$ cat config.mk
export PLATFORM = sky130hd
export DESIGN_NAME = disp_stream_rx
export DESIGN_NICKNAME = d
export VERILOG_FILES = /design/src/rtl/disp_stream_rx.sv
export SDC_FILE = /design/constraint.sdc
export NUM_CORES = 1
export LEC_CHECK = 0
export CAP_MARGIN = 20
export CORE_MARGIN = 2
export CORE_UTILIZATION = 50
export CTS_BUF_LIST = sky130_fd_sc_hd__clkbuf_8
export DETAILED_ROUTE_END_ITERATION = 8
export PLACE_DENSITY = 0.75
export SLEW_MARGIN = 20
export SYNTH_ARGS = -nofsm -noshare
export SYNTH_HDL_FRONTEND = slang
export SYNTH_SLANG_ARGS = --single-unit
$ cat constraint.sdc
create_clock -name HCLK -period 3.9 [get_ports HCLK]
set_input_delay 0.975 -clock HCLK [delete_from_list [all_inputs] [get_ports HCLK]]
set_output_delay 0.975 -clock HCLK [all_outputs]
set_load 0.05 [all_outputs]
$ cat src/rtl/disp_stream_rx.sv
// Disparity stream receiver: takes 2-pixel beats (VSYNC/HSYNC/DATA_0/DATA_1),
// buffers them in a small pixel FIFO and re-emits one pixel per cycle on a
// valid/ready port tagged with x/y coordinates and end-of-line/frame flags.
//
// state  | meaning
// -------+-------------------------------------------------------------
// IDLE   | waiting for VSYNC; HSYNC beats are ignored
// ACTIVE | accepting beats until WIDTH*HEIGHT/2 have been counted
// DRAIN  | all beats counted; extra beats are errors; wait for m_eof pop

module disp_stream_rx #(
   parameter int WIDTH      = 320,
   parameter int HEIGHT     = 240,
   parameter int FIFO_DEPTH = 16
) (
   input  logic       HCLK,
   input  logic       HRESETn,
   input  logic       VSYNC,
   input  logic       HSYNC,
   input  logic [7:0] DATA_0,
   input  logic [7:0] DATA_1,
   output logic       m_valid,
   input  logic       m_ready,
   output logic [7:0] m_data,
   output logic [8:0] m_x,
   output logic [7:0] m_y,
   output logic       m_eol,
   output logic       m_eof,
   output logic       frame_done,
   output logic       err_overflow,
   output logic       err_frame
);

   localparam int TOTAL_BEATS = WIDTH * HEIGHT / 2;
   localparam int BW          = $clog2(TOTAL_BEATS + 1);
   localparam int AW          = $clog2(FIFO_DEPTH);
   localparam int PW          = AW + 1;

   typedef enum logic [1:0] {
      S_IDLE   = 2'd0,
      S_ACTIVE = 2'd1,
      S_DRAIN  = 2'd2
   } state_t;

   state_t          state;
   logic [7:0]      mem [FIFO_DEPTH];
   logic [PW-1:0]   wr_ptr;
   logic [PW-1:0]   rd_ptr;
   logic [BW-1:0]   beat_cnt;
   logic [8:0]      nx;
   logic [7:0]      ny;

   logic [PW-1:0]   fifo_cnt;
   logic [PW-1:0]   cnt_eff;
   logic [PW-1:0]   wr_base;
   logic [PW-1:0]   rd_base;
   logic [AW-1:0]   wr_idx0;
   logic [AW-1:0]   wr_idx1;
   logic [BW-1:0]   beat_base;
   logic [BW-1:0]   beat_next;
   logic            beat_in;
   logic            push;
   logic            drop;
   logic            load;
   logic            handshake;
   logic            eof_hs;
   logic            last_beat;
   logic            frame_incomplete;

   // Push/pop decisions; VSYNC flushes the FIFO and counters before any
   // beat that arrives in the same cycle is considered.
   always_comb begin
      fifo_cnt         = wr_ptr - rd_ptr;
      handshake        = m_valid & m_ready;
      eof_hs           = handshake & m_eof;
      wr_base          = VSYNC ? '0 : wr_ptr;
      rd_base          = VSYNC ? '0 : rd_ptr;
      cnt_eff          = VSYNC ? '0 : fifo_cnt;
      beat_base        = VSYNC ? '0 : beat_cnt;
      beat_next        = beat_base + BW'(1);
      beat_in          = HSYNC & (VSYNC | (state == S_ACTIVE));
      push             = beat_in & (cnt_eff <= PW'(FIFO_DEPTH - 2));
      drop             = beat_in & ~push;
      last_beat        = beat_in & (beat_next == BW'(TOTAL_BEATS));
      load             = ~VSYNC & (fifo_cnt != '0) & (~m_valid | m_ready);
      wr_idx0          = wr_base[AW-1:0];
      wr_idx1          = wr_idx0 + AW'(1);
      frame_incomplete = ((state == S_ACTIVE) & (beat_cnt != '0)) |
                         ((state == S_DRAIN) & ~eof_hs);
   end

   // Pixel storage; contents are don't-care while the pointers say empty.
   always_ff @(posedge HCLK) begin
      if (push) begin
         mem[wr_idx0] <= DATA_0;
         mem[wr_idx1] <= DATA_1;
      end
   end

   // FIFO pointers (one extra bit distinguishes full from empty).
   always_ff @(posedge HCLK or negedge HRESETn) begin
      if (!HRESETn) begin
         wr_ptr <= '0;
         rd_ptr <= '0;
      end else begin
         wr_ptr <= wr_base + (push ? PW'(2) : PW'(0));
         rd_ptr <= rd_base + (load ? PW'(1) : PW'(0));
      end
   end

   // Output register stage: holds the head pixel and its coordinates until
   // accepted; nx/ny track the coordinates of the next pixel to be loaded.
   always_ff @(posedge HCLK or negedge HRESETn) begin
      if (!HRESETn) begin
         m_valid <= 1'b0;
         m_data  <= '0;
         m_x     <= '0;
         m_y     <= '0;
         m_eol   <= 1'b0;
         m_eof   <= 1'b0;
         nx      <= '0;
         ny      <= '0;
      end else if (VSYNC) begin
         m_valid <= 1'b0;
         m_x     <= '0;
         m_y     <= '0;
         m_eol   <= 1'b0;
         m_eof   <= 1'b0;
         nx      <= '0;
         ny      <= '0;
      end else if (load) begin
         m_valid <= 1'b1;
         m_data  <= mem[rd_ptr[AW-1:0]];
         m_x     <= nx;
         m_y     <= ny;
         m_eol   <= (nx == 9'(WIDTH - 1));
         m_eof   <= (nx == 9'(WIDTH - 1)) && (ny == 8'(HEIGHT - 1));
         if (nx == 9'(WIDTH - 1)) begin
            nx <= '0;
            ny <= (ny == 8'(HEIGHT - 1)) ? 8'd0 : ny + 8'd1;
         end else begin
            nx <= nx + 9'd1;
         end
      end else if (handshake) begin
         m_valid <= 1'b0;
      end
   end

   // Frame sequencing, input beat counter, completion pulse and sticky errors.
   always_ff @(posedge HCLK or negedge HRESETn) begin
      if (!HRESETn) begin
         state        <= S_IDLE;
         beat_cnt     <= '0;
         frame_done   <= 1'b0;
         err_overflow <= 1'b0;
         err_frame    <= 1'b0;
      end else begin
         frame_done <= (state == S_DRAIN) & eof_hs;
         beat_cnt   <= beat_in ? beat_next : beat_base;
         if (drop)
            err_overflow <= 1'b1;
         if ((VSYNC & frame_incomplete) | ((state == S_DRAIN) & HSYNC & ~VSYNC))
            err_frame <= 1'b1;
         if (VSYNC) begin
            state <= last_beat ? S_DRAIN : S_ACTIVE;
         end else begin
            case (state)
               S_IDLE:   state <= S_IDLE;
               S_ACTIVE: if (last_beat) state <= S_DRAIN;
               S_DRAIN:  if (eof_hs) state <= S_IDLE;
               default:  state <= S_IDLE;
            endcase
         end
      end
   end

endmodule

==> results.yml <==
outcome:
  status: "finished, final reports clean"
finish:
  n_antenna_cell: 0
  drive_gt1_frac: 0.312
  fin_area_um2: 12100
  syn2layout_area_growth_pct: 13.7
  nNetsFinal: 892
  final_core_util: 0.578
  finalNonFillerCells: 1159
  fillers: 1673
clocking:
  cts_buffers: 35
  cts.clk_slew.worst_paths_ns: 0.06
  cts_hold_buf: 0
  htree_levels: 2
  cts-resized-gates: 0
  cts_root_buffer: "clkbuf_8"
  clock_sinks: 204
  post-cts-setup-buffers: 0
  cts_buffer_depth: 3
  cts_tree: "built"
  clk_latency_ns: 0.52
logic_synthesis:
  synth-edff-count: 128
  syn_area_um2: 10700
  syn_area_per_cell_um2: 13.3
  yosys_warnings: 0
  synthArstFlopShare: 0.373
  synth_area_leaders: "edfxtp_1, dfrtp_1, mux2_2"
  synth-seq-area-share: 0.538
  synth_common_cells: "mux2_2, edfxtp_1, dfrtp_1, nand2_1, mux4_2"
  synth_nets: 835
  synth_most_common_cell: "mux2_2"
  synth.distinct_cells: 66
  syn_inst: 801
  synth_area_leader_cell: "edfxtp_1"
  synth-seq-cells: 204
  synth-main-ff-cell: "edfxtp_1"
  synth_top_area_frac: 0.360
hold_path:
  hold_path_end: "err_frame$_DFFE_PN0P_"
  worstHoldStart: "err_frame$_DFFE_PN0P_"
  hold_class: "reg2reg"
  whs_path_depth: 1
die:
  die_area_um2: 22600
  die_w_um: 150
  start_util: 0.508
  num_rows: 53
  io_pins: 52
  die_y_um: 150
  coreArea_um2: 21000
critical_path:
  r2r-end: "mem[10][4]$_DFFE_PP_"
  worst-setup-path-type: "reg2reg"
  crit_path_end_kind: "flop"
  worst-path-max-fanout: 9
  rr_worst_depth: 9
  cp.arrival_ns: 3.77
  reg2reg_from: "wr_ptr[0]$_DFF_PN0_"
  cp-start-kind: "flop"
  cp.required_ns: 4.07
  rrSetupSlack_ns: 0.30
timing:
  finalMaxSlewViolations: 0
  setup_tns_ns: 0
  finalCriticalPeriod_ns: 3.60
  rsz0062_at_grt: "no"
  fin_skew_ns: 0.0145
  max_freq_mhz: 278
  holdWs_ns: 0.464
  setup_viol: 0
  finalHoldViolations: 0
  worstMarginPinSlew_ns: 0.960
  slew_headroom: 0.360
  fin_crit_sh: 0.923
detailed_routing:
  drc: 0
  wl_um: 24200
  viasPerCell: 5.89
  antenna_left: 0
  vias: 6831
  drtIter0Drc: 437
  wl_per_cell_um: 20.9
  drt_first_pass_iters: 5
grt:
  gr-total-overflow: 0
  grt_pass1_wl_um: 38200
  grt.total_usage: 0.222
  grt_pass1_vias: 6838
  grt_max_degree: 77
  antenna_found_initial: 0
power_and_ir_drop:
  vdd_drop_max_mv: 0.324
  p_per_area_nw_per_um2: 526
  p_leak_nw: 4.41
placed_design:
  place_area_um2: 11500
  gp_congestion: 0.859
  dp_hpwl_um: 15800
  dpl.cell_count: 1096
  numPortBuffers: 51
job:
  cap_violations: 0
## placed cells by master (no fill, tap or decap), types with 5 or more instances in the layout
master,synthesis,layout
mux2_2,139,139
edfxtp_1,128,128
dfrtp_1,76,75
nand2_1,61,61
clkdlybuf4s50_1,0,49
mux4_2,40,40
clkbuf_8,0,40
a21oi_1,38,38
nor2_1,37,37
inv_1,14,29
buf_4,2,24
xnor2_1,21,21
nand2b_1,20,20
nand3_1,17,17
nor2b_1,14,14
nor3_1,13,13
o21ai_0,12,12
ha_1,12,12
xor2_1,8,8
and2_1,7,7
or2_2,7,7
and3_1,7,7
nor4_1,6,6
or3_1,5,5
## critical path, cell delays in order, from the launching register on
cell      delay, ns
dfrtp_1        0.43
inv_1          0.13
ha_1           0.25
fa_1           0.40
nand2b_1       0.17
a21oi_2        0.17
xnor2_2        0.19
a211oi_2       0.52
and3_1         0.57
nand2b_1       0.41
## through the flow
| stage | power, mW | worst slack (ns) |
|---|---|---|
| 6_report | 6.38 | 0.302 |
| 5_1_grt | 6.66 | 0.0723 |
| 4_1_cts | 6.42 | 0.313 |
| 3_5_place_dp | 4.61 | 0.328 |
| 3_3_place_gp | 4.58 | 0.415 |
| 2_1_floorplan | 4.00 | 0.260 |
## state kept, by name (all words and copies together), names as in the netlist, 8 cells and up
name      flops
mem         128
beat_cnt     16
m_x           9
nx            9
m_data        8
m_y           8
ny            8
## power by group
group | total, mW | internal (mW) | switching, mW | leakage, nW
clock network | 1.80 | 0.937 | 0.868 | 0.378
logic | 1.97 | 0.813 | 1.16 | 1.86
registers | 2.61 | 2.50 | 0.106 | 2.17
total | 6.38 | 4.25 | 2.13 | 4.41
## final cells by class
| type | count | area [um2] | area share |
|---|---|---|---|
| timing repair buffer | 74 | 676 | 0.0556 |
| clock inverter | 23 | 98.8 | 0.00814 |
| inverter | 15 | 56.3 | 0.00464 |
| multi-input combinational | 528 | 4670 | 0.385 |
| clock buffer | 40 | 551 | 0.0453 |
| tap | 275 | 344 | 0.0283 |
| sequential | 204 | 5750 | 0.473 |
## cell families after synthesis
family,synth area share
XOR/XNOR,0.0268
multiplexers,0.233
buffers and inverters,0.0271
flip-flops,0.538
AND/OR/NAND/NOR,0.113
AO/OA/AOI/OAI,0.0471
adder cells (fa/ha/maj),0.0159
## worst max-delay path by stage
| stage | startpoint | to | slack [ns] | depth (start not counted) |
|---|---|---|---|---|
| 3_5_place_dp | wr_ptr[0]$_DFF_PN0_ | mem[10][2]$_DFFE_PP_ | 0.33 | 9 |
| 2_1_floorplan | rd_ptr[1]$_DFF_PN0_ | mem[4][0]$_DFFE_PP_ | 0.26 | 10 |
| 6_report | wr_ptr[0]$_DFF_PN0_ | mem[10][4]$_DFFE_PP_ | 0.30 | 9 |
| 4_1_cts | wr_ptr[0]$_DFF_PN0_ | mem[10][4]$_DFFE_PP_ | 0.31 | 9 |
| 3_3_place_gp | wr_ptr[0]$_DFF_PN0_ | mem[10][2]$_DFFE_PP_ | 0.42 | 9 |
| 5_1_grt | wr_ptr[0]$_DFF_PN0_ | mem[10][2]$_DFFE_PP_ | 0.07 | 9 |
## layer usage
metal / track usage / wire (um)
met3: 0.0433 / 1380
met1: 0.300 / 10500
met2: 0.365 / 11700
met5: 0 / 0
met4: 0.0717 / 710
Power figures use the tool's default switching activity.
